`config.mk`:
```
export PLATFORM = sky130hd
export DESIGN_NAME = fetch_unit
export DESIGN_NICKNAME = d
export VERILOG_FILES = /design/src/rtl/fetch_unit.sv
export SDC_FILE = /design/constraint.sdc
export NUM_CORES = 1
export LEC_CHECK = 0
export CAP_MARGIN = 20
export CORE_UTILIZATION = 59
export CTS_CLUSTER_SIZE = 20
export DETAILED_ROUTE_END_ITERATION = 12
export GPL_ROUTABILITY_DRIVEN = 0
export HOLD_SLACK_MARGIN = 0.08
export MAX_ROUTING_LAYER = met4
export PLACE_DENSITY_LB_ADDON = 0.15
export SLEW_MARGIN = 0
export SYNTH_ARGS = -nofsm -noshare
export SYNTH_HDL_FRONTEND = slang
export SYNTH_SLANG_ARGS = --single-unit
```
`constraint.sdc`:
```
create_clock -name clk -period 8 [get_ports clk]
set_clock_uncertainty 0.2 [all_clocks]
set_input_delay 1.6 -clock clk [delete_from_list [all_inputs] [get_ports clk]]
set_output_delay 1.6 -clock clk [all_outputs]
set_load 0.005 [all_outputs]
```
`src/rtl/fetch_unit.sv`:
```
// Purpose: sequential instruction fetch ahead of the icache, buffering returned words for decode.
// Latency: ic_en in cycle N -> word in FIFO at end of N+1 -> dec_valid in N+2; redirect takes effect next cycle.
// Backpressure: issue is credit-limited by (buffered + in-flight) < FIFO_DEPTH, so a response always has room.
module fetch_unit #(
    parameter logic [31:0] RESET_PC   = 32'h0000_0000,
    parameter int          FIFO_DEPTH = 4
) (
    input  logic        clk,
    input  logic        rst,
    input  logic        redirect_valid,
    input  logic [31:0] redirect_pc,
    output logic [29:0] ic_index,
    output logic        ic_en,
    input  logic [31:0] ic_rdata,
    output logic        dec_valid,
    output logic [31:0] dec_pc,
    output logic [31:0] dec_instr,
    input  logic        dec_ready
);

    localparam int AW = $clog2(FIFO_DEPTH);
    localparam int CW = AW + 1;
    localparam logic [CW:0] DEPTH_C = (CW+1)'(FIFO_DEPTH);

    // PCs are always word aligned, so only the word index is stored.
    logic [29:0]   pc_q, pc_d;
    logic          inflight_q, inflight_d;
    logic [29:0]   issued_pc_q, issued_pc_d;

    logic [29:0]   fifo_pc_q    [FIFO_DEPTH];
    logic [31:0]   fifo_instr_q [FIFO_DEPTH];
    logic [AW-1:0] wr_ptr_q, wr_ptr_d;
    logic [AW-1:0] rd_ptr_q, rd_ptr_d;
    logic [CW-1:0] count_q, count_d;

    logic [CW:0]   occupancy;
    logic          credit_ok;
    logic          push;
    logic          pop;

    // Low two bits of the redirect target are architecturally ignored.
    logic          unused_redirect_lsbs;
    assign unused_redirect_lsbs = ^redirect_pc[1:0];

    // Credits come from the registered count only, so dec_ready never reaches ic_en.
    assign occupancy = {1'b0, count_q} + {{CW{1'b0}}, inflight_q};
    assign credit_ok = (occupancy < DEPTH_C);
    assign ic_en     = !rst && !redirect_valid && credit_ok;
    assign ic_index  = pc_q;

    // A response is captured the cycle after its issue unless a redirect squashes it.
    assign push = inflight_q && !redirect_valid;

    // Redirect flushes the buffer, so a same-cycle dec_ready must not pop anything.
    assign pop  = dec_valid && dec_ready && !redirect_valid;

    assign dec_valid = (count_q != '0);
    assign dec_pc    = dec_valid ? {fifo_pc_q[rd_ptr_q], 2'b00} : 32'h0;
    assign dec_instr = dec_valid ? fifo_instr_q[rd_ptr_q] : 32'h0;

    // Next PC, in-flight tracking and issued-PC capture.
    always_comb begin
        pc_d        = pc_q;
        inflight_d  = ic_en;
        issued_pc_d = pc_q;
        if (redirect_valid) begin
            pc_d = redirect_pc[31:2];
        end else if (ic_en) begin
            pc_d = pc_q + 30'd1;
        end
    end

    // Buffer pointer and occupancy update; a flush rewinds both pointers.
    always_comb begin
        wr_ptr_d = wr_ptr_q;
        rd_ptr_d = rd_ptr_q;
        count_d  = count_q;
        if (redirect_valid) begin
            wr_ptr_d = '0;
            rd_ptr_d = '0;
            count_d  = '0;
        end else begin
            if (push) begin
                wr_ptr_d = wr_ptr_q + 1'b1;
            end
            if (pop) begin
                rd_ptr_d = rd_ptr_q + 1'b1;
            end
            case ({push, pop})
                2'b10:   count_d = count_q + 1'b1;
                2'b01:   count_d = count_q - 1'b1;
                default: count_d = count_q;
            endcase
        end
    end

    // Control state; reset drops any outstanding read and empties the buffer.
    always_ff @(posedge clk or posedge rst) begin
        if (rst) begin
            pc_q        <= RESET_PC[31:2];
            inflight_q  <= 1'b0;
            issued_pc_q <= '0;
            wr_ptr_q    <= '0;
            rd_ptr_q    <= '0;
            count_q     <= '0;
        end else begin
            pc_q        <= pc_d;
            inflight_q  <= inflight_d;
            issued_pc_q <= issued_pc_d;
            wr_ptr_q    <= wr_ptr_d;
            rd_ptr_q    <= rd_ptr_d;
            count_q     <= count_d;
        end
    end

    // Buffer storage; contents are only observable through count, so no reset is needed.
    always_ff @(posedge clk) begin
        if (push) begin
            fifo_pc_q[wr_ptr_q]    <= issued_pc_q;
            fifo_instr_q[wr_ptr_q] <= ic_rdata;
        end
    end

endmodule

```
Yosys cells after proc, flatten, opt, wreduce, memory -nomap -nowiden:

Memory sizes are Yosys's and may differ from the RTL's.
Cells that the tools add are included.

* flip-flop bits (word level): 68
* memory bits (writable): 248
* bits of input ports: 68
* logic and storage cells: 41
* memories: 2

* add/sub/neg operators: 6
* order comparisons: 1
* equal/unequal tests: 2
* muxes and demuxes: 12
* reduce and logical (&&, ||, !) cells: 12

Memory list
* fifo_instr_q: words 4, bits a word 32, read ports 1, clocked after Yosys merged registers in 0, write ports 1, line 31 `logic [31:0] fifo_instr_q [FIFO_DEPTH];`
* fifo_pc_q: words 4, bits a word 30, read ports 1, clocked after Yosys merged registers in 0, write ports 1, line 30 `logic [29:0] fifo_pc_q [FIFO_DEPTH];`

Operators with widths (count)
* two-way mux 32 bit: 2
* two-way mux 30 bit: 2
* adder 30 x 1 -> 30 bit, second input constant: 1
* two-way mux 2 bit: 4
* case mux 3 bit (2 select lines): 1
* nonzero test 2 bit: 3
* nonzero test 3 bit: 2
* logical AND 1 bit: 5
* adder 2 x 1 -> 2 bit, second input constant: 2
* adder 3 x 1 -> 4 bit: 1
* < comparator 4 x 3 -> 1 bit, second input constant: 1
* adder 3 x 1 -> 3 bit, second input constant: 1
* two-way mux 3 bit: 1
* subtractor 3 x 1 -> 3 bit, second input constant: 1
* equality test 2 x 1 -> 1 bit, second input constant: 1
* equality test 2 bit, second input constant: 1
* zero test 1 bit: 2
* two-way mux 1 bit: 2

Logic depth before layout (Yosys ltp):

Gate-level depths: netlist (run 1).

* depth in word-level cells: 6
* gate-level depth with buffers: 9

Worst setup path after synthesis (run 1):

Ideal clock, no wire load.

* path type: input to output
* start point: in redirect_valid
* end point: out ic_en
* data arrival time: 2.438 ns
* required time: 6.200 ns
* path slack: 3.762 ns
* stages on the path: 5
* cells stage by stage: buf_2 nor3_2 nand2_2 inv_2 buf_2

* longest elaborated chain between the ends: 3

Ends and longest elaborated chain
* start, declared: line 10 `input logic redirect_valid,`
* zero test 1 bit: line 48 `assign ic_en = !rst && !redirect_valid && credit_ok;`
* logical AND 1 bit (2 in series): line 48
* end, declared: line 13 `output logic ic_en,`

Every way passes these cells.

Worst setup path after layout (run 1):

Ends and elaborated chain as after synthesis.

==> results.yml, run 1 <==
run_status:
  status: "finished clean"
synth:
  yosysWarnings: 0
  async_reset_ff_share_pct: 21.5
  synth_area_um2: 12400
  synth_area_per_cell_um2: 18.3
  synth_edf_count: 248
  synth_ff_type: "edfxtp_1"
  synth.distinct_cells: 58
  synth_seq_area_share_pct: 73.7
  synthCells: 679
  synth-seq-cells: 316
cts:
  post_cts_buffers: 0
  insertion_delay_ns: 0.55
  hold_buffers: 0
  cts-resized-gates: 0
  clock_path_buffers: 3
  cts_tree: "built"
  clock-sinks: 316
  clk_pin_slew_worst_paths_ns: 0.06
  htree_levels: 1
  cts_root_buf: "clkbuf_16"
  cts_buffers: 29
timing:
  fmax_ghz: 0.174
  fin_tns_setup_ns: 0
  rsz0062_at_grt: "false"
  setup_ws_ns: 2.24
  max_slew_margin_pct: 35.5
  min_period_over_period_pct: 72.0
  final_max_slew_viol_count: 0
  setup_viol: 0
  fin_crit_ns: 5.76
  worstMarginPinSlew_ns: 0.967
  hold_violations: 0
placed_design:
  dpl-instance-area_um2: 14200
  dp_hpwl_um: 14200
  pre_cts_slack_ns: 2.29
  port_buffers: 159
finish:
  syn_to_final_growth_pct: 22.8
  final_area_um2: 15200
  drive_gt1_share_pct: 16.0
  insertedDiodeCount: 0
  nets: 915
  fin_util_pct: 74.6
floorplanning:
  row_count: 52
  coreArea_um2: 20400
  die_x_um: 147
  io_pins: 164
  dieArea_um2: 21600
  die_h_um: 147
  start_util_pct: 60.8
pwr:
  clkPwrFrac_pct: 29.7
  seqPwrFrac_pct: 43.0
  combPwrFrac_pct: 27.3
  intPower_mw: 3.53
  power.density_nw_per_um2: 311
  netSwitchingPower_mw: 1.21
  vdd_drop_max_mv: 0.199
  total_leakage_power_nw: 5.17
  p_sw_share_pct: 25.6
critical_path:
  r2r_start: "count_q[1]$_DFFE_PP0P_"
  cp.arrival_ns: 3.96
  critPathRequiredTime_ns: 6.20
  cp-end-kind: "output port"
  r2r_setup_slack_ns: 4.83
  worstSetupStartpointType: "input port"
  r2r-end: "count_q[2]$_DFFE_PP0P_"
  crit_end: "ic_en"
  crit_path_max_fanout: 44
  crit_start: "redirect_valid"
  crit_type: "input port to output port"
  r2r_cells: 9
routing:
  wirelength_um: 24000
  routed_via_density: 5.97
  ant_nets: 0
  drt-initial-drc-count: 498
  drc: 0
  routedWlPerCell_um: 21.2
  drt_first_pass_iters: 6
  num_vias: 6771
job:
  max-cap-violations: 0
global_routing:
  grtUsageTotal_pct: 23.8
  grt_overflow_total: 0
  grt_pass1_vias: 6978
  antenna_found_initial: 0
  grt_max_degree: 66
  grt_pass1_wl_um: 38000
worst_hold_path:
  hold_path.class: "flip-flop to flip-flop"
  whs_path_depth: 0
routing by layer:
metal	global-route usage (%)	vias up	share of wire (%)
li1	-	2996	-
met1	32.1	3451	42
met2	38.5	286	50
met3	3.66	38	7.1
met4	6.29	0	1.7
met5	-	-	0
cells in the mapped netlist (all sizes together) (2+ instances only):
| cell type | number | share of area (%) |
|---|---|---|
| edfxtp | 248 | 60 |
| and2 | 68 | 3.4 |
| dfrtp | 68 | 14 |
| mux4 | 62 | 11 |
| nand2 | 38 | 1.2 |
| nand3 | 20 | 0.95 |
| o21ai | 19 | 0.77 |
| clkbuf | 18 | 0.54 |
| buf | 17 | 0.78 |
| nor2 | 17 | 0.51 |
| o311ai | 11 | 0.78 |
| nand4 | 8 | 0.62 |
| o211ai | 8 | 0.48 |
| nor3 | 7 | 0.32 |
| a221o | 6 | 0.49 |
| a21oi | 5 | 0.20 |
| a31oi | 5 | 0.25 |
| ha | 5 | 0.50 |
| inv | 5 | 0.15 |
| and3 | 4 | 0.20 |
| mux2i | 4 | 0.32 |
| and4 | 3 | 0.22 |
| nor2b | 3 | 0.15 |
| nor4 | 3 | 0.39 |
| xnor2 | 3 | 0.21 |
| xor2 | 3 | 0.21 |
| a21o | 2 | 0.12 |
| a31o | 2 | 0.14 |
| nor3b | 2 | 0.16 |
| or3 | 2 | 0.10 |
| or3b | 2 | 0.14 |
cell type report:
| cell class | count | area (um^2) |
|---|---|---|
| Sequential cell | 316 | 9150 |
| Fill cell | 1183 | 5190 |
| Timing Repair Buffer | 165 | 1650 |
| Multi-Input combinational cell | 323 | 3090 |
| Clock inverter | 16 | 184 |
| Inverter | 6 | 22.5 |
| Clock buffer | 38 | 800 |
| Tap cell | 270 | 338 |
power by group through the flow:
stage	clock, mW	combinational, mW	sequential, mW
final	1.41	1.30	2.04
after global routing	1.49	1.40	2.06
after detailed placement	0	1.29	2.08
after floorplan	0	0.699	1.99
after global placement	0	1.28	2.06
after CTS	1.42	1.30	2.04
state kept, by name (all words and copies together), names as in the netlist:
| name | count |
|---|---|
| ic_index | 30 |
| count_q | 3 |
| fifo_pc_q | 120 |
| issued_pc_q | 30 |
| inflight_q | 1 |
| fifo_instr_q | 128 |
| wr_ptr_q | 2 |
| rd_ptr_q | 2 |
cell families after synthesis:
| family | after synthesis | share of synthesized area (%) |
|---|---|---|
| AND/OR/NAND/NOR | 180 | 8.54 |
| buffers and inverters | 41 | 1.50 |
| other | 1 | 0.0302 |
| multiplexers | 66 | 11.6 |
| adder cells (fa/ha/maj) | 6 | 0.665 |
| flip-flops | 316 | 73.7 |
| XOR/XNOR | 6 | 0.423 |
| AO/OA/AOI/OAI | 63 | 3.58 |
stage by stage:
| step | total power [mW] | std cells | hold slack [ns] |
|---|---|---|---|
| 6_report | 4.74 | 1134 | 0.293 |
| 3_5_place_dp | 3.37 | 1078 | 0.276 |
| 5_1_grt | 4.95 | 1134 | 0.302 |
| 2_1_floorplan | 2.69 | 680 | 0.197 |
| 4_1_cts | 4.76 | 1132 | 0.291 |
| 3_3_place_gp | 3.34 | 1078 | 0.263 |
worst max-delay path, stage by stage:
cell,delay (ns)
clkdlybuf4s50_1,0.39
buf_4,0.28
nor3_2,0.30
nand2_2,0.36
inv_2,0.43
clkdlybuf4s50_1,0.58
cells in the final DEF, fill, tap and decap left out, types with 6 or more instances in the layout:
cell type | netlist | final
and2_1 | 68 | 64
clkbuf_16 | 0 | 29
clkdlybuf4s50_1 | 0 | 159
clkinv_2 | 0 | 8
dfrtp_1 | 68 | 66
edfxtp_1 | 248 | 248
mux4_2 | 62 | 62
nand2_1 | 37 | 37
nand3_1 | 18 | 18
nor2_1 | 17 | 17
nor3_1 | 6 | 6
o211ai_1 | 8 | 8
o21ai_1 | 15 | 15
o311ai_1 | 9 | 9
how the worst min path moves through the flow:
stage / startpoint / end / slack (ns)
2_1_floorplan: ic_index[12]$_DFFE_PP0P_ / issued_pc_q[12]$_DFF_PP0_ / 0.20
3_3_place_gp: issued_pc_q[11]$_DFF_PP0_ / fifo_pc_q[2][11]$_DFFE_PP_ / 0.26
3_5_place_dp: issued_pc_q[3]$_DFF_PP0_ / fifo_pc_q[1][3]$_DFFE_PP_ / 0.28
4_1_cts: issued_pc_q[3]$_DFF_PP0_ / fifo_pc_q[2][3]$_DFFE_PP_ / 0.29
5_1_grt: issued_pc_q[3]$_DFF_PP0_ / fifo_pc_q[2][3]$_DFFE_PP_ / 0.30
6_report: issued_pc_q[7]$_DFF_PP0_ / fifo_pc_q[1][7]$_DFFE_PP_ / 0.29
(Power assumes the default switching activity.)
==> run 2: changes to the inputs <==
--- a/config.mk
+++ b/config.mk
@@ -6,7 +6,7 @@
 export NUM_CORES = 1
 export LEC_CHECK = 0
 export CAP_MARGIN = 20
-export CORE_UTILIZATION = 59
+export CORE_UTILIZATION = 55
 export CTS_CLUSTER_SIZE = 20
 export DETAILED_ROUTE_END_ITERATION = 12
 export GPL_ROUTABILITY_DRIVEN = 0
==> constraint.sdc (replaced) <==
create_clock -name clk -period 5.89 [get_ports clk]
set_clock_uncertainty 0.2 [all_clocks]
set_input_delay 1.178 -clock clk [delete_from_list [all_inputs] [get_ports clk]]
set_output_delay 1.178 -clock clk [all_outputs]
set_load 0.005 [all_outputs]
==> run 2 against run 1 <==
Effect of this change:
- the flow now finishes with violations (DRC)
- critical path type unchanged
- design area is 0.52% higher
- wire length grew 0.37%
- setup slack got worse by 1.0 ns
- clock power grew 38%
==> results.yml, run 2 (synthesized netlist as in run 1, its figures left out) <==
critical_path:
  cp_slowest_cell: "clkdlybuf4s50_1"
  critPathRequiredTime_ns: 4.51
  crit_path_max_fanout: 28
  cp.arrival_ns: 3.32
  cp_num_buf_inv: 3
  critPathTopFamily: "buffers and inverters"
  cp-end-kind: "output port"
  crit_start: "redirect_valid"
  r2r_setup_slack_ns: 2.79
  max_stage_delay_ns: 0.57
  crit_type: "input port to output port"
  r2r_start: "count_q[1]$_DFFE_PP0P_"
  worstPathCellList: "clkdlybuf4s50_1, nor3_2, nand2_2, inv_2, clkdlybuf4s50_1"
  cp_common_cell: "clkdlybuf4s50_1"
  worstSetupStartpointType: "input port"
cts:
  cts_root_buf: "clkbuf_16"
  clock_path_buffers: 3
  post_cts_buffers: 0
  htree_levels: 1
  clk_pin_slew_worst_paths_ns: 0.06
  hold_buffers: 0
  cts-resized-gates: 0
  insertion_delay_ns: 0.54
  cts_buffers: 31
  clock-sinks: 316
  cts_tree: "built"
finish:
  insertedDiodeCount: 0
  regMostFlops: "fifo_instr_q"
  fill_cells: 1393
  drive_gt1_share_pct: 16.5
  final_area_um2: 15300
  nets: 919
  fin_util_pct: 69.8
  largest_register_ffs: 128
  final_cells: 1149
  final_common_cell: "edfxtp_1"
  syn_to_final_growth_pct: 23.4
  final_cell_mix: "edfxtp_1, clkdlybuf4s50_1, dfrtp_1, and2_1, mux4_2"
  reg_top3: "fifo_instr_q (128), fifo_pc_q (120)"
timing:
  worstMarginPinSlew_ns: 0.980
  final_max_slew_viol_count: 0
  setup_viol: 0
  rsz0062_at_grt: "false"
  fin_crit_ns: 4.70
  holdWs_ns: 0.289
  min_period_over_period_pct: 79.8
  setup_ws_ns: 1.19
  fin_tns_setup_ns: 0
  fmax_ghz: 0.213
  max_slew_margin_pct: 34.7
  hold_violations: 0
pwr:
  p_total_mw: 6.48
  total_leakage_power_nw: 5.21
  power.density_nw_per_um2: 423
  vdd_drop_max_mv: 0.259
placed_design:
  dp_hpwl_um: 14400
  dp.cells: 1091
  port_buffers: 159
  dpl-instance-area_um2: 14300
  pre_cts_slack_ns: 1.28
worst_hold_path:
  hp-start: "issued_pc_q[3]$_DFF_PP0_"
  hold_path.class: "flip-flop to flip-flop"
routing:
  wirelength_um: 24100
  wl_met3_um: 1480
  drt-initial-drc-count: 383
  routed_via_density: 5.85
  ant_nets: 0
  drc: 9
  drt_first_pass_iters: 12
  wl_met2_um: 11800
  wl_met1_um: 10500
  routed.top_layer: "met4"
  num_vias: 6722
  routedWlPerCell_um: 21.0
floorplanning:
  row_count: 54
  dieArea_um2: 23200
  die_h_um: 152
  io_pins: 164
  coreArea_um2: 22000
  start_util_pct: 56.5
  die_x_um: 152
global_routing:
  grt_overflow_total: 0
  grt_pass1_wl_um: 38300
  grt_pass1_vias: 6984
  antenna_found_initial: 0
  grt_max_degree: 63
  grtUsageTotal_pct: 21.9
run_status:
  status: "finished with violations"
  violations: "DRC"
job:
  max-cap-violations: 0
-- run 2: changes by cell type in the layout (fill, tap and decap cells not counted), sizes merged --
cell / before / now
bufinv: 4 / 1
clkinvlp: 1 / 0
clkinv: 11 / 6
clkbuf: 38 / 51
inv: 6 / 5
buf: 6 / 8
-- run 2: path summary, 6_finish.rpt --
check / end / cells past startpoint
worst max-delay path: ic_en / 5
worst min-delay path: fifo_pc_q[3][3]$_DFFE_PP_ / 0
worst max register to register: count_q[2]$_DFFE_PP0P_ / 9
worst min register to register: fifo_pc_q[3][3]$_DFFE_PP_ / 0
max in group asynchronous: rd_ptr_q[0]$_DFFE_PP0P_ / 3
min in group asynchronous: ic_index[7]$_DFFE_PP0P_ / 2
-- run 2: layout make-up --
| type | instances | area, um^2 | area share [%] |
|---|---|---|---|
| Clock inverter | 6 | 55.1 | 0.359 |
| Tap cell | 280 | 350 | 2.29 |
| Multi-Input combinational cell | 323 | 3090 | 20.2 |
| Timing Repair Buffer | 167 | 1660 | 10.9 |
| Sequential cell | 316 | 9150 | 59.7 |
| Inverter | 6 | 22.5 | 0.147 |
| Clock buffer | 51 | 981 | 6.40 |
-- run 2: report_power, final --
group          leakage [nW]  switching [mW]  internal [mW]
Combinational          1.61           0.630           1.09
Clock                 0.517           0.768           1.17
Sequential             3.08           0.244           2.57
Total                  5.21            1.64           4.84
-- run 2: layer usage --
layer  up-vias  track usage, %
li1       2994               -
met1      3425            30.4
met2       265            35.0
met3        38            2.99
met4         0            5.15
met5         -               -
==> run 3: changes to the inputs <==
--- a/config.mk
+++ b/config.mk
@@ -6,7 +6,7 @@
 export NUM_CORES = 1
 export LEC_CHECK = 0
 export CAP_MARGIN = 20
-export CORE_UTILIZATION = 55
+export CORE_UTILIZATION = 50
 export CTS_CLUSTER_SIZE = 20
 export DETAILED_ROUTE_END_ITERATION = 12
 export GPL_ROUTABILITY_DRIVEN = 0
==> constraint.sdc (replaced) <==
create_clock -name clk -period 4 [get_ports clk]
set_clock_uncertainty 0.2 [all_clocks]
set_input_delay 0.8 -clock clk [delete_from_list [all_inputs] [get_ports clk]]
set_output_delay 0.8 -clock clk [all_outputs]
set_load 0.005 [all_outputs]
==> run 3 against run 2 <==
Effect of this change:
- the flow now finishes without violations
- combinational power is 56% higher
- die area is 9.9% higher
- register-to-register slack worse by 1.7 ns
- sequential power is 44% higher
- cell count is 5.0% higher
- critical path depth is 1 lower
- worst hold slack worse by 0.012 ns
- via count is 0.91% higher
- power is 49% higher
- largest power group unchanged
==> results.yml, run 3 (synthesized netlist as in run 1, its figures left out) <==
routing:
  wl_met2_um: 12500
  wl_met1_um: 11000
  num_vias: 6783
  routed_via_density: 5.62
  routed.top_layer: "met4"
  drt-initial-drc-count: 440
  routedWlPerCell_um: 20.9
  wl_met3_um: 1320
  drc: 0
  ant_nets: 0
  wirelength_um: 25200
  drt_first_pass_iters: 5
global_routing:
  antenna_found_initial: 0
  grtUsageTotal_pct: 20.9
  grt_max_degree: 61
  grt_pass1_vias: 7143
  grt_pass1_wl_um: 39800
  grt_overflow_total: 0
job:
  max-cap-violations: 0
floorplanning:
  start_util_pct: 51.0
  dieArea_um2: 25500
  die_h_um: 160
  io_pins: 164
  coreArea_um2: 24300
  die_x_um: 160
  row_count: 57
timing:
  rsz0062_at_grt: "false"
  fin_crit_ns: 3.77
  fmax_ghz: 0.265
  hold_violations: 0
  setup_viol: 0
  fin_tns_setup_ns: 0
  worstMarginPinSlew_ns: 0.698
  final_max_slew_viol_count: 0
  min_period_over_period_pct: 94.3
  max_slew_margin_pct: 53.1
critical_path:
  worstPathCellList: "buf_12, mux4_2, and2_1, clkdlybuf4s50_1"
  cp-end-kind: "output port"
  max_stage_delay_ns: 0.70
  critPathTopFamily: "buffers and inverters"
  crit_path_max_fanout: 28
  cp_slowest_cell: "dfrtp_4"
  cp.arrival_ns: 2.77
  r2r_setup_slack_ns: 1.09
  critPathRequiredTime_ns: 3.00
  cp_num_buf_inv: 2
  crit_type: "flip-flop to output port"
  worstSetupStartpointType: "flip-flop"
placed_design:
  port_buffers: 159
  dp_hpwl_um: 16100
finish:
  drive_gt1_share_pct: 17.2
  reg_top3: "fifo_instr_q (128), fifo_pc_q (120)"
  final_cell_mix: "edfxtp_1, clkdlybuf4s50_1, dfrtp_1, and2_1, mux4_2"
  insertedDiodeCount: 0
  final_common_cell: "edfxtp_1"
  regMostFlops: "fifo_instr_q"
  syn_to_final_growth_pct: 25.3
  nets: 931
  largest_register_ffs: 128
cts:
  cts_root_buf: "clkbuf_16"
  clk_pin_slew_worst_paths_ns: 0.06
  clock_path_buffers: 3
  cts-resized-gates: 0
  cts_buffers: 31
  htree_levels: 1
  post_cts_buffers: 0
  cts_tree: "built"
  hold_buffers: 0
  insertion_delay_ns: 0.56
  clock-sinks: 316
pwr:
  power.density_nw_per_um2: 621
  p_total_mw: 9.66
  vdd_drop_max_mv: 0.374
  total_leakage_power_nw: 5.29
worst_hold_path:
  hold_path.class: "flip-flop to flip-flop"
run_status:
  status: "finished clean"
==> run 3: cell count changes in the layout (fill, tap and decap cells not counted) <==
cell        delta
clkinv_1       +5
clkbuf_16      +1
dfrtp_4        +1
bufinv_16      +3
clkbuf_8      -11
dfrtp_2        -1
buf_12         +7
inv_6          +1
clkinvlp_4     +1
buf_4          +5
clkbuf_1       -1
clkinv_2       +2
==> run 3: per-layer routing <==
metal / vias up / GRT usage (%)
met3: 31 / 2.81
met1: 3485 / 28.2
met2: 228 / 34.1
met4: 0 / 5.07
li1: 3039 / -
met5: - / -
==> run 3: worst paths after layout <==
path | start | to | depth (start not counted)
worst max-delay path | rd_ptr_q[0]$_DFFE_PP0P_ | dec_pc[20] | 4
worst min-delay path | issued_pc_q[8]$_DFF_PP0_ | fifo_pc_q[1][8]$_DFFE_PP_ | 0
worst max register to register | count_q[1]$_DFFE_PP0P_ | count_q[2]$_DFFE_PP0P_ | 8
worst min register to register | issued_pc_q[8]$_DFF_PP0_ | fifo_pc_q[1][8]$_DFFE_PP_ | 0
max in group asynchronous | rst | issued_pc_q[7]$_DFF_PP0_ | 3
min in group asynchronous | rst | issued_pc_q[6]$_DFF_PP0_ | 2
==> run 3: worst register-to-register path, cell delays in order, from the launching register on <==
cell	delay [ns]
dfrtp_1	0.42
or3_2	0.71
nand2_1	0.28
nor3_1	0.09
fa_1	0.41
or2_2	0.32
mux2i_1	0.16
xnor2_1	0.14
nor2_1	0.06
==> run 3: where the power goes <==
part | leakage [nW] | total [mW] | internal [mW] | switching (mW)
sequential | 3.08 | 4.07 | 3.79 | 0.278
clock | 0.512 | 2.91 | 1.75 | 1.16
combinational | 1.70 | 2.68 | 1.64 | 1.03
==> run 3: stage by stage <==
step / util (%) / std cells / area, um^2 / setup slack [ns] / hold slack, ns
global placement: 59.6 / 1147 / 14500 / 0.715 / 0.264
finish: 64.0 / 1206 / 15600 / 0.229 / 0.277
detailed placement: 59.7 / 1148 / 14500 / 0.655 / 0.269
floorplan: - / 680 / 12400 / 0.567 / 0.197
CTS: 64.0 / 1206 / 15600 / 0.136 / 0.282
global route: 64.0 / 1206 / 15600 / 0.0627 / 0.297
==> run 3: layout make-up <==
cell class,instances,area [um^2]
Sequential cell,316,9160
Fill cell,1699,8760
Multi-Input combinational cell,323,3090
Timing Repair Buffer,179,1840
Clock buffer,40,851
Tap cell,324,405
Clock inverter,18,190
Inverter,6,22.5
